==> src/rtl/uart_pkg.sv <==
// Shared types and constants for the UART receive path.
// Latency: n/a (declarations only).
// Backpressure: n/a (declarations only).
package uart_pkg;

    // Receiver FSM states; IDLE is the only non-busy state.
    typedef enum logic [2:0] {
        IDLE,
        START,
        DATA,
        STOP,
        WAIT_IDLE
    } uart_rx_state_t;

    // Frame format is 8N1; the datapath width is tied to this value.
    localparam int DATA_BITS = 8;

    // Level the serial line rests at between frames.
    localparam logic UART_IDLE_LEVEL = 1'b1;

endpackage

==> src/rtl/sync_2ff.sv <==
// Generic 1-bit two-flop synchronizer for asynchronous inputs.
// Latency: 2 clk cycles from d to q.
// Backpressure: none (free-running level path).
//
// Ports:
//   clk      - destination clock, rising edge
//   reset_n  - asynchronous active-low reset; both flops load RST_VAL
//   d        - asynchronous input
//   q        - synchronized output
module sync_2ff #(
    parameter logic RST_VAL = 1'b0
) (
    input  logic clk,
    input  logic reset_n,
    input  logic d,
    output logic q
);

    logic meta;

    always_ff @(posedge clk or negedge reset_n) begin
        if (!reset_n) begin
            meta <= RST_VAL;
            q    <= RST_VAL;
        end else begin
            meta <= d;
            q    <= meta;
        end
    end

endmodule

==> src/rtl/uart_rx.sv <==
// 8N1 UART receiver: oversamples rx, recovers bytes LSB-first, flags bad stop bits.
// Latency: data_valid about 3 + H + 9*CLKS_PER_BIT cycles after rx falls, H = (CLKS_PER_BIT-1)/2.
// Backpressure: none; uart_data is held until the next good byte, pulses are single-cycle.
//
// Ports:
//   clk         - system clock, rising edge
//   reset_n     - asynchronous active-low reset
//   rx          - raw serial line, asynchronous, idle high
//   uart_data   - last correctly framed byte, held until replaced
//   data_valid  - one-cycle pulse when uart_data is updated
//   frame_error - one-cycle pulse when the stop bit samples low
//   busy        - high whenever the FSM is outside IDLE
//
// CLKS_PER_BIT must be >= 4 so the half-bit point and bit counter are meaningful.
module uart_rx
    import uart_pkg::*;
#(
    parameter int CLKS_PER_BIT = 868
) (
    input  logic                 clk,
    input  logic                 reset_n,
    input  logic                 rx,
    output logic [DATA_BITS-1:0] uart_data,
    output logic                 data_valid,
    output logic                 frame_error,
    output logic                 busy
);

    localparam int CNT_W = $clog2(CLKS_PER_BIT);
    localparam int IDX_W = $clog2(DATA_BITS);

    localparam logic [CNT_W-1:0] HALF_CNT = CNT_W'((CLKS_PER_BIT - 1) / 2);
    localparam logic [CNT_W-1:0] LAST_CNT = CNT_W'(CLKS_PER_BIT - 1);
    localparam logic [IDX_W-1:0] LAST_IDX = IDX_W'(DATA_BITS - 1);

    logic rx_s;

    uart_rx_state_t       state,      state_nxt;
    logic [CNT_W-1:0]     clk_cnt,    clk_cnt_nxt;
    logic [IDX_W-1:0]     bit_idx,    bit_idx_nxt;
    logic [DATA_BITS-1:0] shift,      shift_nxt;
    logic [DATA_BITS-1:0] data_nxt;
    logic                 valid_nxt;
    logic                 ferr_nxt;

    // Flops reset to the idle level so a reset release never looks like a start edge.
    sync_2ff #(
        .RST_VAL (UART_IDLE_LEVEL)
    ) u_rx_sync (
        .clk     (clk),
        .reset_n (reset_n),
        .d       (rx),
        .q       (rx_s)
    );

    always_comb begin
        state_nxt   = state;
        clk_cnt_nxt = clk_cnt;
        bit_idx_nxt = bit_idx;
        shift_nxt   = shift;
        data_nxt    = uart_data;
        valid_nxt   = 1'b0;
        ferr_nxt    = 1'b0;

        case (state)
            IDLE: begin
                clk_cnt_nxt = '0;
                bit_idx_nxt = '0;
                if (rx_s != UART_IDLE_LEVEL) begin
                    state_nxt = START;
                end
            end

            START: begin
                // Re-check the line mid start bit; a short low pulse is a glitch.
                if (clk_cnt == HALF_CNT) begin
                    clk_cnt_nxt = '0;
                    bit_idx_nxt = '0;
                    state_nxt   = (rx_s == UART_IDLE_LEVEL) ? IDLE : DATA;
                end else begin
                    clk_cnt_nxt = clk_cnt + CNT_W'(1);
                end
            end

            DATA: begin
                // Counter is already phase-aligned to bit centres by START.
                if (clk_cnt == LAST_CNT) begin
                    clk_cnt_nxt        = '0;
                    shift_nxt[bit_idx] = rx_s;
                    if (bit_idx == LAST_IDX) begin
                        state_nxt = STOP;
                    end else begin
                        bit_idx_nxt = bit_idx + IDX_W'(1);
                    end
                end else begin
                    clk_cnt_nxt = clk_cnt + CNT_W'(1);
                end
            end

            STOP: begin
                // Leaving at the stop-bit centre leaves half a bit of slack for the next start edge.
                if (clk_cnt == LAST_CNT) begin
                    clk_cnt_nxt = '0;
                    if (rx_s == UART_IDLE_LEVEL) begin
                        data_nxt  = shift;
                        valid_nxt = 1'b1;
                        state_nxt = IDLE;
                    end else begin
                        ferr_nxt  = 1'b1;
                        state_nxt = WAIT_IDLE;
                    end
                end else begin
                    clk_cnt_nxt = clk_cnt + CNT_W'(1);
                end
            end

            WAIT_IDLE: begin
                // A held-low line (break) must not be read as a stream of new frames.
                clk_cnt_nxt = '0;
                if (rx_s == UART_IDLE_LEVEL) begin
                    state_nxt = IDLE;
                end
            end

            default: begin
                state_nxt   = IDLE;
                clk_cnt_nxt = '0;
                bit_idx_nxt = '0;
            end
        endcase
    end

    always_ff @(posedge clk or negedge reset_n) begin
        if (!reset_n) begin
            state       <= IDLE;
            clk_cnt     <= '0;
            bit_idx     <= '0;
            shift       <= '0;
            uart_data   <= '0;
            data_valid  <= 1'b0;
            frame_error <= 1'b0;
            busy        <= 1'b0;
        end else begin
            state       <= state_nxt;
            clk_cnt     <= clk_cnt_nxt;
            bit_idx     <= bit_idx_nxt;
            shift       <= shift_nxt;
            uart_data   <= data_nxt;
            data_valid  <= valid_nxt;
            frame_error <= ferr_nxt;
            busy        <= (state_nxt != IDLE);
        end
    end

endmodule

==> config.mk <==
export PLATFORM = sky130hd
export DESIGN_NAME = uart_rx
export DESIGN_NICKNAME = d
export VERILOG_FILES = /design/src/rtl/uart_pkg.sv /design/src/rtl/sync_2ff.sv /design/src/rtl/uart_rx.sv
export SDC_FILE = /design/constraint.sdc
export NUM_CORES = 1
export LEC_CHECK = 0
export CORE_MARGIN = 5
export CORE_UTILIZATION = 45
export DETAILED_ROUTE_END_ITERATION = 10
export PLACE_DENSITY = 0.73
export SYNTH_ARGS = -nofsm -noshare
export SYNTH_HDL_FRONTEND = slang
export SYNTH_SLANG_ARGS = --single-unit
==> constraint.sdc <==
create_clock -name clk -period 4.3 [get_ports clk]
set_input_delay 0.43 -clock clk [delete_from_list [all_inputs] [get_ports clk]]
set_output_delay 0.43 -clock clk [all_outputs]
set_load 0.03 [all_outputs]
==> results of run 1 <==
==> power groups by stage <==
stage	clock network [mW]	registers (mW)	logic [mW]
2_1_floorplan	0	0.357	0.000944
3_3_place_gp	0	0.357	0.0104
3_5_place_dp	0	0.357	0.0108
4_1_cts	0.292	0.351	0.0108
5_1_grt	0.302	0.351	0.0124
6_report	0.282	0.351	0.0101
==> placed cells by master (no fill, tap or decap) <==
master and count:
dfrtp_1 35, nor2_1 14, clkdlybuf4s50_1 13, nand3_1 10
nand2_1 9, inv_1 8, mux2_4 8, xnor2_1 6
mux2_2 5, nand4_1 5, clkbuf_8 5, nor4_1 4
o21ai_0 4, o31ai_1 4, ha_1 4, nor3_1 3
xor2_1 3, and3_1 3, mux2i_1 3, nor2b_1 2
and4b_1 2, dfstp_2 2, and4_1 1, nor4_4 1
nand3_2 1, o211ai_1 1, nand2b_1 1, o32a_1 1
a32oi_1 1, o2bb2ai_1 1, nand4b_1 1, or3_1 1
nor3b_1 1, a311oi_1 1, a21oi_1 1, bufinv_16 1
clkinv_2 1, buf_4 1
==> Yosys cell counts, types with 2 or more instances <==
cell,number
nor4_1,4
o21ai_0,4
mux2_2,5
xnor2_1,6
xor2_1,3
o31ai_1,4
nand4_1,5
and4b_1,2
ha_1,4
clkbuf_1,2
nor2_1,14
nor2b_1,2
dfstp_2,2
nand2_1,9
inv_1,8
mux2_4,8
mux2i_1,3
buf_2,2
nor3_1,3
dfrtp_1,35
nand3_1,10
and3_1,3
==> per-layer routing <==
metal	up-vias	GRT usage	wire length [um]
li1	572	-	-
met1	573	0.157	1300
met2	23	0.210	1470
met3	8	0.0443	160
met4	0	0.0676	66
met5	-	0	0
==> kinds of logic (layout without fill, tap and decap cells) <==
logic type | count (synthesis) | in the layout | synth area share
simple gates | 59 | 59 | 0.187
flops | 37 | 37 | 0.529
mux | 16 | 16 | 0.118
compound gates | 14 | 14 | 0.0564
buf+inv | 14 | 29 | 0.0364
xor+xnor | 9 | 9 | 0.0449
fa+ha+maj | 4 | 4 | 0.0285
==> sequential cells by signal (all words and copies together), names as in the netlist <==
| register | count |
|---|---|
| clk_cnt | 10 |
| state | 3 |
| shift | 8 |
| busy | 1 |
| u_rx_sync.meta | 1 |
| uart_data | 8 |
| bit_idx | 3 |
| frame_error | 1 |
| data_valid | 1 |
| u_rx_sync.q | 1 |
==> critical path, cell delays in order, from the launching register on <==
cell	delay (ps)
dfrtp_1	470
nor3b_1	420
nand4_1	440
nor4_1	400
mux2_2	380
==> layout make-up <==
type	count	area share
flip-flops and latches	37	0.459
multi-input cells	102	0.377
repair buffers	14	0.0681
clock buffers	5	0.0340
well taps	48	0.0297
clock inverters	2	0.0173
inverters	8	0.0149
==> per-stage QoR <==
step | util | cells | worst slack [ps] | hold WS [ps] | power, mW
3_3_place_gp | 0.516 | 209 | 2180 | 347 | 0.368
4_1_cts | 0.544 | 216 | 2110 | 357 | 0.653
5_1_grt | 0.544 | 216 | 1840 | 359 | 0.666
6_report | 0.544 | 216 | 2090 | 355 | 0.643
2_1_floorplan | - | 153 | 2420 | 134 | 0.358
3_5_place_dp | 0.516 | 209 | 2110 | 348 | 0.368
==> final timing paths <==
kind                       cells after the start           start        endpoint  slack (ps)
min                                            0  u_rx_sync.meta     u_rx_sync.q         360
max reg2reg                                    4        state[0]        shift[4]        2090
min reg2reg                                    0  u_rx_sync.meta     u_rx_sync.q         360
max                                            4        state[0]        shift[4]        2090
min in group asynchronous                      2         reset_n        shift[7]         560
max in group asynchronous                      2         reset_n  u_rx_sync.meta        3380
==> results.md, run 1 <==
* RSZ-0062 raised after global routing: false
* Combinational power share at 0.016
* HPWL after DPL at 2.11 mm
* Post-synth top area share at 0.499
* Final wirelength at roughly 3.0 mm
* CTS clk-pin slew, worst paths at approximately 70 ps
* Post-CTS Setup Bufs at 0
* Slew at the pin closest to its max-slew limit at about 800 ps
* Distinct cells, synth at 37
* Crit path DAT at between 2000 and 2500 ps
* Largest net degree at the start of global routing at 38
* Final setup viols at 0
* Root buffer cell: clkbuf_8
* Initial Util at 0.472
* Highest Clock Rate at 453 MHz
* Drt first pass iters at 4
* Via density at roughly 5.4
* Final ANT Viol Nets at 0
* Clock Skews at around 8.7 ps
* Max-cap viol count at 0
* Cells after synthesis at about 150
* Cell area after synthesis at between 1500 and 2000 sq um
* Flop pwr share at 0.546
* Sinks on Clock Net at 37
* Grt total ovfl at 0
* Die height at 72.4 um
* Leakage power at about 0.90 nW
* Wirelength per Cell at 13.9 um
* Max H-tree Level at 2
* I/O pin total at 14
* Iter 0 DRT Violations at 86
* Filler cells at 322
* Vias in the first global route at 1168
* Ys Warns at 0
* Critical Path Sink Type: flop
* VDD IR max at 0.000190 V
* Top cells by area, synth: dfrtp_1 (50%), mux2_4 (6.8%), mux2_2 (3.2%)
* Switching Fraction at 0.190
* Post-synthesis sequential area ratio at 0.529
* CTS Buf Count at 5
* Via count at around 1200
* Storage cell area at 928 sq um
* CTS tree: done
* Clock period minus worst slack at around 2200 ps
* Footprint of the multi-input gates at roughly 760 sq um
* Slew Viols, Final at 0
* Core area at roughly 3700 sq um
* Antenna violations before repair at 0
* DRC viols at 0
* Async S/R FF share, synth at 1.00
* NetSw at roughly 120 uW
* Layout net count at between 150 and 200
* CP required at about 4500 ps
* GPL Wtd Cong at a little over 0.9
* Number of diodes at 0
* Final period utilization at 0.513
* Syn_area_per_cell at 11.5 sq um
* Min-delay worst type: reg2reg
* Outcome: finished clean
* Power Internal at about 520 uW
* Deepest clock path buffer count at 2
* Top FF cell, synth: dfrtp_1
* Fraction of layout cells with a size suffix above 1 at 0.149
* Area delta synth->final at 15.3%
* Die Area at 5250 sq um
* Clk pwr share at 0.438
* Clk_lat worst skew at about 290 ps
* Max FO, Critical Path at 12
* Post-CTS resize count at 0
* Leading area contributor after synthesis: dfrtp_1
* Cell Pwr Density at roughly 320 nW/um^2
* Global Route Usage Sum at 0.132
* CP startpoint kind: flop
* Final hold vios at 0
* Final instance area at 2020 sq um
* Net Count, Synth at 160
* Die X at between 70 and 80 um
* EDFF count, synth at 0
* Total negative slack at 0 ps
* Post-DP Area at 1920 sq um
* Slew margin rel. at 0.457
* First-pass GRT wire length at about 5.3 mm
* Yosys reg bits at 37
* Crit Path Class: reg2reg
* Site Rows at 22
* Port Buf Inserts at 13
* Hold Buf Count CTS at 0
Power figures use the tool's default switching activity.
==> inputs of run 2 (changes only) <==
==> constraint.sdc (replaced) <==
create_clock -name clk -period 2.24 [get_ports clk]
set_input_delay 0.224 -clock clk [delete_from_list [all_inputs] [get_ports clk]]
set_output_delay 0.224 -clock clk [all_outputs]
set_load 0.03 [all_outputs]
==> run 2 against run 1 <==
- fmax up 11%
- power is 99% higher
- final cell count rose by 2.3%
- first-iteration DRC count is 41% lower
- clock power is 110% higher
- core utilization grew 1.3 points
- via count increased by 0.43%
- critical path depth unchanged
- worst hold slack got worse by 16 ps
- die area unchanged
- non-clock buffer count rose by 4
- critical path type unchanged
- largest cell class unchanged
==> results.md, run 2 (synthesized netlist as in run 1, its figures left out) <==
* Storage cell area at 928 sq um (unchanged)
* Die X at 72.4 um (unchanged)
* Layout net count at 179 (was 175)
* Final ANT Viol Nets at 0 (unchanged)
* CP startpoint kind: flop (unchanged)
* Top reg by flops: clk_cnt (unchanged)
* Max H-tree Level at 2 (unchanged)
* Grt total ovfl at 0 (unchanged)
* Number of diodes at 0 (unchanged)
* Global Route Usage Sum at 0.133 (was 0.132)
* Drt first pass iters at 4 (unchanged)
* Sequence of cells on the critical path: nor4_4, nand3_2, or3_4, mux2_4 (was nor3b_1, nand4_1, nor4_1, mux2_2)
* Core area at 3720 sq um (unchanged)
* Final setup viols at 0 (unchanged)
* Cell Pwr Density at 618 nW/um^2 (was 318 nW/um^2)
* Die height at 72.4 um (unchanged)
* Post-placement cell count at 213 (was 209)
* Filler cells at 314 (was 322)
* CTS Buf Count at 5 (unchanged)
* Sinks on Clock Net at 37 (unchanged)
* Final hold vios at 0 (unchanged)
* Max-cap viol count at 0 (unchanged)
* Crit Path Class: reg2reg (unchanged)
* Slew Viols, Final at 0 (unchanged)
* Antenna violations before repair at 0 (unchanged)
* First-pass GRT wire length at 5.36 mm (was 5.29 mm)
* Max reg flops at 10 (unchanged)
* Initial Util at 0.472 (unchanged)
* Clock Skews at 8.49 ps (was 8.70 ps)
* Crit path DAT at 2160 ps (was 2380 ps)
* CTS tree: done (unchanged)
* CP peak stage delay at 490 ps (was 470 ps)
* Largest net degree at the start of global routing at 38 (unchanged)
* Final wirelength at 3.15 mm (was 3.00 mm)
* Most common cell after layout, fill and taps aside: dfrtp_1 (unchanged)
* Min-delay worst type: in2reg (was reg2reg)
* Wirelength per Cell at 14.2 um (was 13.9 um)
* Hold slack at 339 ps (was 355 ps)
* CP required at 2420 ps (was 4480 ps)
* Iter 0 DRT Violations at 51 (was 86)
* Final design utilization at 0.557 (was 0.544)
* Final period utilization at 0.884 (was 0.513)
* GPL Wtd Cong at 0.832 (was 0.911)
* Root buffer cell: clkbuf_8 (unchanged)
* Max FO, Critical Path at 9 (was 12)
* RSZ-0062 raised after global routing: false (unchanged)
* Die Area at 5250 sq um (unchanged)
* Commonest non-fill, non-tap cells in the layout: dfrtp_1 (35), nor2_1 (14), clkdlybuf4s50_1 (13) (unchanged)
* Leakage power at 0.930 nW (was 0.903 nW)
* Deepest clock path buffer count at 2 (unchanged)
* Crit. Startpoint: clk_cnt[2] (was state[0])
* Critical Path Sink Type: flop (unchanged)
* Total Power at 1.28 mW (was 643 uW)
* VDD IR max at 0.000375 V (was 0.000190 V)
* Slew margin rel. at 0.704 (was 0.457)
* Total negative slack at 0 ps (unchanged)
* I/O pin total at 14 (unchanged)
* Largest regs: clk_cnt (10), shift (8), uart_data (8) (unchanged)
* Clk_lat worst skew at 290 ps (about the same)
* Fin cells at 221 (was 216)
* Site Rows at 22 (unchanged)
* Hold Buf Count CTS at 0 (unchanged)
* Via density at 5.34 (was 5.44)
* Hold Path Origin: rx (was u_rx_sync.meta)
* Fraction of layout cells with a size suffix above 1 at 0.173 (was 0.149)
* Highest Clock Rate at 505 MHz (was 453 MHz)
* Via count at 1181 (was 1176)
* Reg-to-Reg Start: clk_cnt[2] (was state[0])
* Outcome: finished clean (unchanged)
* Slowest CP cell: or3_4 (was dfrtp_1)
* HPWL after DPL at 2.26 mm (was 2.11 mm)
* Clock period minus worst slack at 1980 ps (was 2210 ps)
* Footprint of the multi-input gates at 767 sq um (was 762 sq um)
* DRC viols at 0 (unchanged)
* Area delta synth->final at 18.0% (was 15.3%)
* CTS clk-pin slew, worst paths at 70 ps (about the same)
* Slew at the pin closest to its max-slew limit at 444 ps (was 814 ps)
* Vias in the first global route at 1223 (was 1168)
* Port Buf Inserts at 13 (unchanged)
-- run 2: changes by cell type in the layout (fill, tap and decap cells not counted), sizes merged --
cell / change
clkinv: -1
buf: +4
clkbuf: +2
-- run 2: repair_timing --
action                                  in CTS  in global routing
gates resized for setup                      0                  1
setup buffers                                0                  0
endpoints found under the setup margin       0                  8
-- run 2: critical path: cells and delay by family (launching register included) --
| kind | cells | cell delay [ps] |
|---|---|---|
| flops | 1 | 470 |
| mux | 1 | 330 |
| simple gates | 3 | 1070 |
-- run 2: cell type report --
class,instances,area share
clock buffer,7,0.0417
clock inverter,1,0.0145
inverter,8,0.0145
multi-input combinational,102,0.371
sequential,37,0.449
tap,48,0.0290
timing repair buffer,18,0.0810
-- run 2: final timing paths --
path | endpoint | slack [ps] | depth (start not counted)
max in group asynchronous | u_rx_sync.q | 1540 | 2
worst min register to register | u_rx_sync.q | 360 | 0
worst min-delay path | u_rx_sync.meta | 340 | 1
min in group asynchronous | uart_data[0] | 350 | 2
worst max-delay path | uart_data[5] | 260 | 4
worst max register to register | uart_data[5] | 260 | 4
-- run 2: power breakdown --
group	total, mW	internal (mW)	leakage [nW]	switching, mW
Sequential	0.673	0.671	0.490	0.00212
Combinational	0.0190	0.00463	0.382	0.0143
Clock	0.586	0.363	0.0585	0.223
-- run 2: routing by layer --
layer | vias up | global-route usage | share of wire
met4 | 0 | 0.0799 | 0.031
met2 | 27 | 0.235 | 0.50
met5 | - | 0 | 0
met1 | 566 | 0.140 | 0.42
met3 | 10 | 0.0360 | 0.046
li1 | 578 | - | -
-- run 2: through the flow --
stage	setup WS, ps	instance area, sq um
global route	149	2070
CTS	85.2	2060
floorplan	363	1750
global placement	178	1950
finish	260	2070
detailed placement	109	1950
